### config.mk
export PLATFORM = sky130hd
export DESIGN_NAME = aes_core_arbiter
export DESIGN_NICKNAME = d
export VERILOG_FILES = /design/src/rtl/aes_core_arbiter.sv
export SDC_FILE = /design/constraint.sdc
export NUM_CORES = 1
export LEC_CHECK = 0
export CELL_PAD_IN_SITES_DETAIL_PLACEMENT = 1
export CELL_PAD_IN_SITES_GLOBAL_PLACEMENT = 1
export CORE_AREA = 2 2 609 611
export DETAILED_ROUTE_END_ITERATION = 10
export DIE_AREA = 0 0 611 613
export PLACE_DENSITY_LB_ADDON = 0.1
export SLEW_MARGIN = 20
export SYNTH_ARGS = -nofsm -noshare
export SYNTH_HDL_FRONTEND = slang
export SYNTH_SLANG_ARGS = --single-unit
### constraint.sdc
create_clock -name clk -period 4 [get_ports clk]
set_input_delay 0.6 -clock clk [delete_from_list [all_inputs] [get_ports clk]]
set_output_delay 0.6 -clock clk [all_outputs]
set_load 0.01 [all_outputs]
### src/rtl/aes_core_arbiter.sv
// aes_core_arbiter
//   Shares one iterative AES-128 core between NUM_REQ requesters. It accepts
//   one request at a time, chosen round-robin, and drives the core. When the
//   core finishes, or times out, it returns the result tagged with the
//   requester ID.
//
// Ports
//   clk, reset              clock, asynchronous active-low reset
//   req_valid/req_ready     per-requester handshake (ready is one-hot or zero)
//   req_data/req_key        packed 128-bit plaintext/key per requester
//   core_start              one-cycle start pulse to the core
//   core_data/core_key      latched plaintext/key, stable until response exits
//   core_done/core_result   completion pulse and ciphertext from the core
//   rsp_valid/rsp_ready     response handshake
//   rsp_id/rsp_data/rsp_err requester index, ciphertext (0 on error), timeout flag
//   busy                    high in every state except IDLE
module aes_core_arbiter #(
  parameter int NUM_REQ = 4,
  parameter int ID_W    = 2,
  parameter int TIMEOUT = 16
) (
  input  logic                     clk,
  input  logic                     reset,
  input  logic [NUM_REQ-1:0]       req_valid,
  output logic [NUM_REQ-1:0]       req_ready,
  input  logic [128*NUM_REQ-1:0]   req_data,
  input  logic [128*NUM_REQ-1:0]   req_key,
  output logic                     core_start,
  output logic [127:0]             core_data,
  output logic [127:0]             core_key,
  input  logic                     core_done,
  input  logic [127:0]             core_result,
  output logic                     rsp_valid,
  input  logic                     rsp_ready,
  output logic [ID_W-1:0]          rsp_id,
  output logic [127:0]             rsp_data,
  output logic                     rsp_err,
  output logic                     busy
);

  typedef enum logic [1:0] {S_IDLE, S_START, S_WAIT, S_RESP} state_e;

  localparam logic [7:0]      TMO_LAST = 8'(TIMEOUT - 1);
  localparam logic [ID_W:0]   NREQ_W   = (ID_W+1)'(NUM_REQ);

  state_e              state_q;
  logic [ID_W-1:0]     rr_ptr_q, rr_ptr_d;
  logic [7:0]          timer_q;
  logic                core_start_q, rsp_valid_q, rsp_err_q, busy_q;
  logic [ID_W-1:0]     rsp_id_q;
  logic [127:0]        core_data_q, core_key_q, rsp_data_q;

  // Round-robin search: rotate the request vector so that rr_ptr sits at bit 0.
  // The lowest set bit then gives the offset from rr_ptr.
  logic [2*NUM_REQ-1:0] dbl;
  logic [NUM_REQ-1:0]   rot;
  logic [ID_W-1:0]      off, gnt_idx;
  logic [ID_W:0]        sum;
  logic                 grant_en;
  logic [127:0]         sel_data, sel_key;

  assign dbl = {req_valid, req_valid};
  assign rot = NUM_REQ'(dbl >> rr_ptr_q);

  always_comb begin
    off = '0;
    for (int k = NUM_REQ-1; k >= 0; k--)
      if (rot[k]) off = ID_W'(k);
  end

  assign sum     = {1'b0, rr_ptr_q} + {1'b0, off};
  assign gnt_idx = (sum >= NREQ_W) ? ID_W'(sum - NREQ_W) : ID_W'(sum);

  // While reset is held, req_ready is suppressed even though the state reads IDLE.
  assign grant_en = reset && (state_q == S_IDLE) && (|req_valid);

  always_comb begin
    sel_data = '0;
    sel_key  = '0;
    for (int k = 0; k < NUM_REQ; k++) begin
      req_ready[k] = grant_en && (gnt_idx == ID_W'(k));
      if (gnt_idx == ID_W'(k)) begin
        sel_data = req_data[128*k +: 128];
        sel_key  = req_key[128*k +: 128];
      end
    end
  end

  // The pointer restarts just past the requester that was served last.
  always_comb begin
    rr_ptr_d = rsp_id_q + 1'b1;
    if ({1'b0, rsp_id_q} + 1'b1 >= NREQ_W) rr_ptr_d = '0;
  end

  always_ff @(posedge clk or negedge reset) begin
    if (!reset) begin
      state_q      <= S_IDLE;
      rr_ptr_q     <= '0;
      timer_q      <= '0;
      core_start_q <= 1'b0;
      rsp_valid_q  <= 1'b0;
      rsp_err_q    <= 1'b0;
      busy_q       <= 1'b0;
      rsp_id_q     <= '0;
      rsp_data_q   <= '0;
      core_data_q  <= '0;
      core_key_q   <= '0;
    end else begin
      core_start_q <= 1'b0;
      case (state_q)
        S_IDLE: begin
          if (grant_en) begin
            core_data_q  <= sel_data;
            core_key_q   <= sel_key;
            rsp_id_q     <= gnt_idx;
            core_start_q <= 1'b1;
            busy_q       <= 1'b1;
            state_q      <= S_START;
          end
        end
        S_START: begin
          timer_q <= '0;
          state_q <= S_WAIT;
        end
        S_WAIT: begin
          // done takes priority over a timeout in the same cycle
          if (core_done) begin
            rsp_data_q  <= core_result;
            rsp_err_q   <= 1'b0;
            rsp_valid_q <= 1'b1;
            state_q     <= S_RESP;
          end else if (timer_q == TMO_LAST) begin
            rsp_data_q  <= '0;
            rsp_err_q   <= 1'b1;
            rsp_valid_q <= 1'b1;
            state_q     <= S_RESP;
          end else begin
            timer_q <= timer_q + 8'd1;
          end
        end
        S_RESP: begin
          if (rsp_ready) begin
            rsp_valid_q <= 1'b0;
            busy_q      <= 1'b0;
            rr_ptr_q    <= rr_ptr_d;
            state_q     <= S_IDLE;
          end
        end
        default: state_q <= S_IDLE;
      endcase
    end
  end

  assign core_start = core_start_q;
  assign core_data  = core_data_q;
  assign core_key   = core_key_q;
  assign rsp_valid  = rsp_valid_q;
  assign rsp_id     = rsp_id_q;
  assign rsp_data   = rsp_data_q;
  assign rsp_err    = rsp_err_q;
  assign busy       = busy_q;

endmodule

==> flow_summary.json <==
{
  "muxShareOfSynthArea_pct": 18.5,
  "use_met3_pct": 4.81,
  "core_mm2": 0.368,
  "numPortBuffers": 1553,
  "slew_viol_final": 0,
  "vias": 29500,
  "period_minus_slack_ps": 3720,
  "hp-class": "in2reg",
  "clockBufferDepth": 4,
  "antenna_found_initial": 177,
  "synthAdderAreaFrac_pct": 0.394,
  "cts_tree": "yes",
  "worstPathRequired_ps": 3400,
  "startpoint": "rr_ptr_q[0]",
  "grt_overflow_total": 0,
  "synth.distinct_cells": 46,
  "worstMarginPinSlew_ps": 1210,
  "dpl.hpwl_um": 206000,
  "numPlacedInstances": 8715,
  "die_area_mm2": 0.375,
  "synthSimpleGateAreaFrac_pct": 7.68,
  "synth-main-ff-cell": "dfrtp_1",
  "die_h_um": 613,
  "status": "finished clean",
  "antenna_left": 0,
  "ir_drop_mv": 0.571,
  "drive_gt1_share_pct": 7.80,
  "ys_warn_count": 0,
  "use_met2_pct": 25.0,
  "setup_tns_ps": 0,
  "drtPass1Iterations": 5,
  "p_leak_nw": 20.4,
  "std_cell_rows": 223,
  "clock_skew_ps": 89.3,
  "drt_wl_total_um": 257000,
  "post-route-period-util_pct": 93.1,
  "final_hold_viol_count": 0,
  "area_delta_synth_final_pct": 98.3,
  "cp_top_family": "simple AND/OR/NAND/NOR gates",
  "worst_path_max_delay_cell": "or4_1",
  "synth-edff-count": 0,
  "synth_top_family_by_area": "compound AO/OA/AOI/OAI gates",
  "root_buffer": "clkbuf_16",
  "synth-compound-area-share_pct": 28.5,
  "fmax_mhz": 269,
  "insertion_delay_ps": 790,
  "numCtsBuffers": 76,
  "avgSynthCellArea_um2": 10.3,
  "async_reset_ff_share_pct": 100,
  "finalNonFillerCells": 8892,
  "multi_input_area_mm2": 0.0142,
  "grt_pass1_vias": 31700,
  "drv_cap": 0,
  "drt_iter0_drc": 1312,
  "cpPeakStageDelay_ps": 530,
  "cts_sinks": 402,
  "drc": 0,
  "ys_seq_area_share_pct": 39.6,
  "clk_pin_slew_ps": 60,
  "netlist_area_mm2": 0.0254,
  "ios": 1554,
  "setup_slack_ps": 277,
  "nets": 5128,
  "start_kind": "register",
  "grt_first_pass_wirelength_um": 330000,
  "avgRoutedWirePerCell_um": 29.0,
  "initial_core_util_pct": 6.91,
  "crit_path_end_kind": "output port",
  "n_fill_cell": 42400,
  "syn_inst": 2457,
  "track_usage_pct": 13.1,
  "grt_max_degree": 130,
  "grt_setup_unrepaired": "false",
  "r2r_start": "rr_ptr_q[0]",
  "syn_nets": 3625,
  "powerDensity_mw_per_mm2": 723,
  "cp.arrival_ps": 3120,
  "path_class": "reg2out",
  "ys_top_cells_by_area": "dfrtp_1 (40%), mux2i_1 (18%), a2bb2oi_1 (7.6%)",
  "grt-busiest-layer": "met2",
  "power_w": 0.0364,
  "gp_congestion": 0.771,
  "hold_start": "core_result[9]",
  "yosys.area.top_type": "dfrtp_1",
  "synth-xor-area-share_pct": 0.379,
  "critPathBufInv": 4,
  "path_cells": "or4_1 > nand3_2 > ha_4 > xnor2_1 > buf_4 > buf_4 > xnor2_4 > buf_12 > nor2_1 > buf_12",
  "gr-usage-met1_pct": 13.8,
  "synth_top_area_share_pct": 39.6,
  "via_per_inst": 3.32,
  "pre_cts_ws_ps": -618,
  "synth_seq_cells": 402,
  "max-slew-margin-rel_pct": 19.0,
  "register_area_mm2": 0.0101,
  "htree_levels": 3,
  "crit_fanout": 8,
  "holdWs_ps": 407,
  "setup_violations": 0,
  "die_w_um": 611
}
[kinds of logic (layout without fill, tap and decap cells)]
group                    Yosys count  in the layout
AO/OA/AOI/OAI                    940            940
multiplexers                     469            469
flip-flops                       402            402
AND/OR/NAND/NOR                  334            334
buffers and inverters            296           1852
adder cells (fa/ha/maj)            8              8
XOR/XNOR                           8              8
other                              0             42
[area by class of cell]
| cell class | instances | area share, % |
|---|---|---|
| Inverter | 10 | 0.0745 |
| Antenna cell | 42 | 0.209 |
| Tap cell | 4837 | 12.0 |
| Timing Repair Buffer | 1711 | 34.7 |
| Sequential cell | 402 | 20.0 |
| Multi-Input combinational cell | 1759 | 28.2 |
| Clock inverter | 9 | 0.296 |
| Clock buffer | 122 | 4.52 |
[cells in the final DEF (no fill, tap or decap), types with 3 or more instances in the layout]
master and n:
a21boi_0 26, a21boi_1 9, a21oi_1 4, a22o_1 128
a2bb2oi_1 220, a31oi_1 220, a32oi_1 36, and3_1 221
buf_12 59, buf_4 100, clkbuf_1 27, clkbuf_16 77
clkbuf_8 18, clkdlybuf4s50_1 1548, clkinv_2 4, dfrtp_1 400
diode_2 42, ha_1 7, inv_1 10, mux2_2 3
mux2i_1 465, nand2_1 26, nand3_1 18, nor2_1 22
o2111ai_1 10, o211ai_1 232, o21ai_0 13, o21ai_1 9
o31ai_1 27, or2_2 25, or3_1 3, or4_1 3
xnor2_1 3
[stage by stage]
| step | util [%] | instance area, µm² |
|---|---|---|
| 4_1_cts | 13.7 | 50300 |
| 2_1_floorplan | - | 25400 |
| 3_3_place_gp | 13.0 | 47800 |
| 3_5_place_dp | 13.0 | 47800 |
| 5_1_grt | 13.7 | 50300 |
| 6_report | 13.7 | 50400 |
[path summary, 6_finish.rpt]
path / endpoint / slack (ps) / cells after the start
max: req_ready[1] / 280 / 10
min in group asynchronous: rsp_data[38] / 540 / 3
min reg2reg: core_key[68] / 490 / 2
max reg2reg: core_key[45] / 480 / 14
min: rsp_data[9] / 410 / 2
max in group asynchronous: core_key[90] / 1900 / 4
[registers in the layout (all words and copies together) (netlist names)]
register    count
rsp_id          2
core_data     128
timer_q         8
rsp_valid       1
rr_ptr_q        2
core_key      128
state_q         2
busy            1
rsp_err         1
core_start      1
rsp_data      128
[cell usage after synthesis (2+ instances only)]
master	instances
mux2i_1	466
dfrtp_1	402
o211ai_1	232
and3_1	221
a2bb2oi_1	220
a31oi_1	220
clkbuf_1	198
a22o_1	128
buf_2	46
a32oi_1	36
o31ai_1	27
a21boi_0	26
nand2_1	26
nor2_1	25
or2_2	25
buf_4	22
nand3_1	20
buf_1	17
o21ai_0	14
inv_1	10
o2111ai_1	10
a21boi_1	9
o21ai_1	9
ha_1	8
a21oi_1	4
or3_1	4
mux2_2	3
or4_1	3
xnor2_1	3
xor2_1	3
buf_6	2
nand2b_1	2
nor2b_1	2
nor3_1	2
[power breakdown]
group	switching [W]	internal, W
clock	0.00281	0.00401
sequential	0.00143	0.00600
combinational	0.0117	0.0105
total	0.0160	0.0205
[layer usage]
layer / part of all wire [%] / wire (µm)
met5: 0.20 / 518
met4: 1.8 / 4570
met3: 8.0 / 20600
met2: 53 / 137000
met1: 37 / 94400
[repair_timing]
action | CTS | global route
hold buffers | 1 | 0
hold endpoints to repair | 152 | 0
endpoints found under the setup margin | 6 | 0
setup buffers | 3 | 0
gates resized for setup | 6 | 0
(Power assumes the default switching activity.)
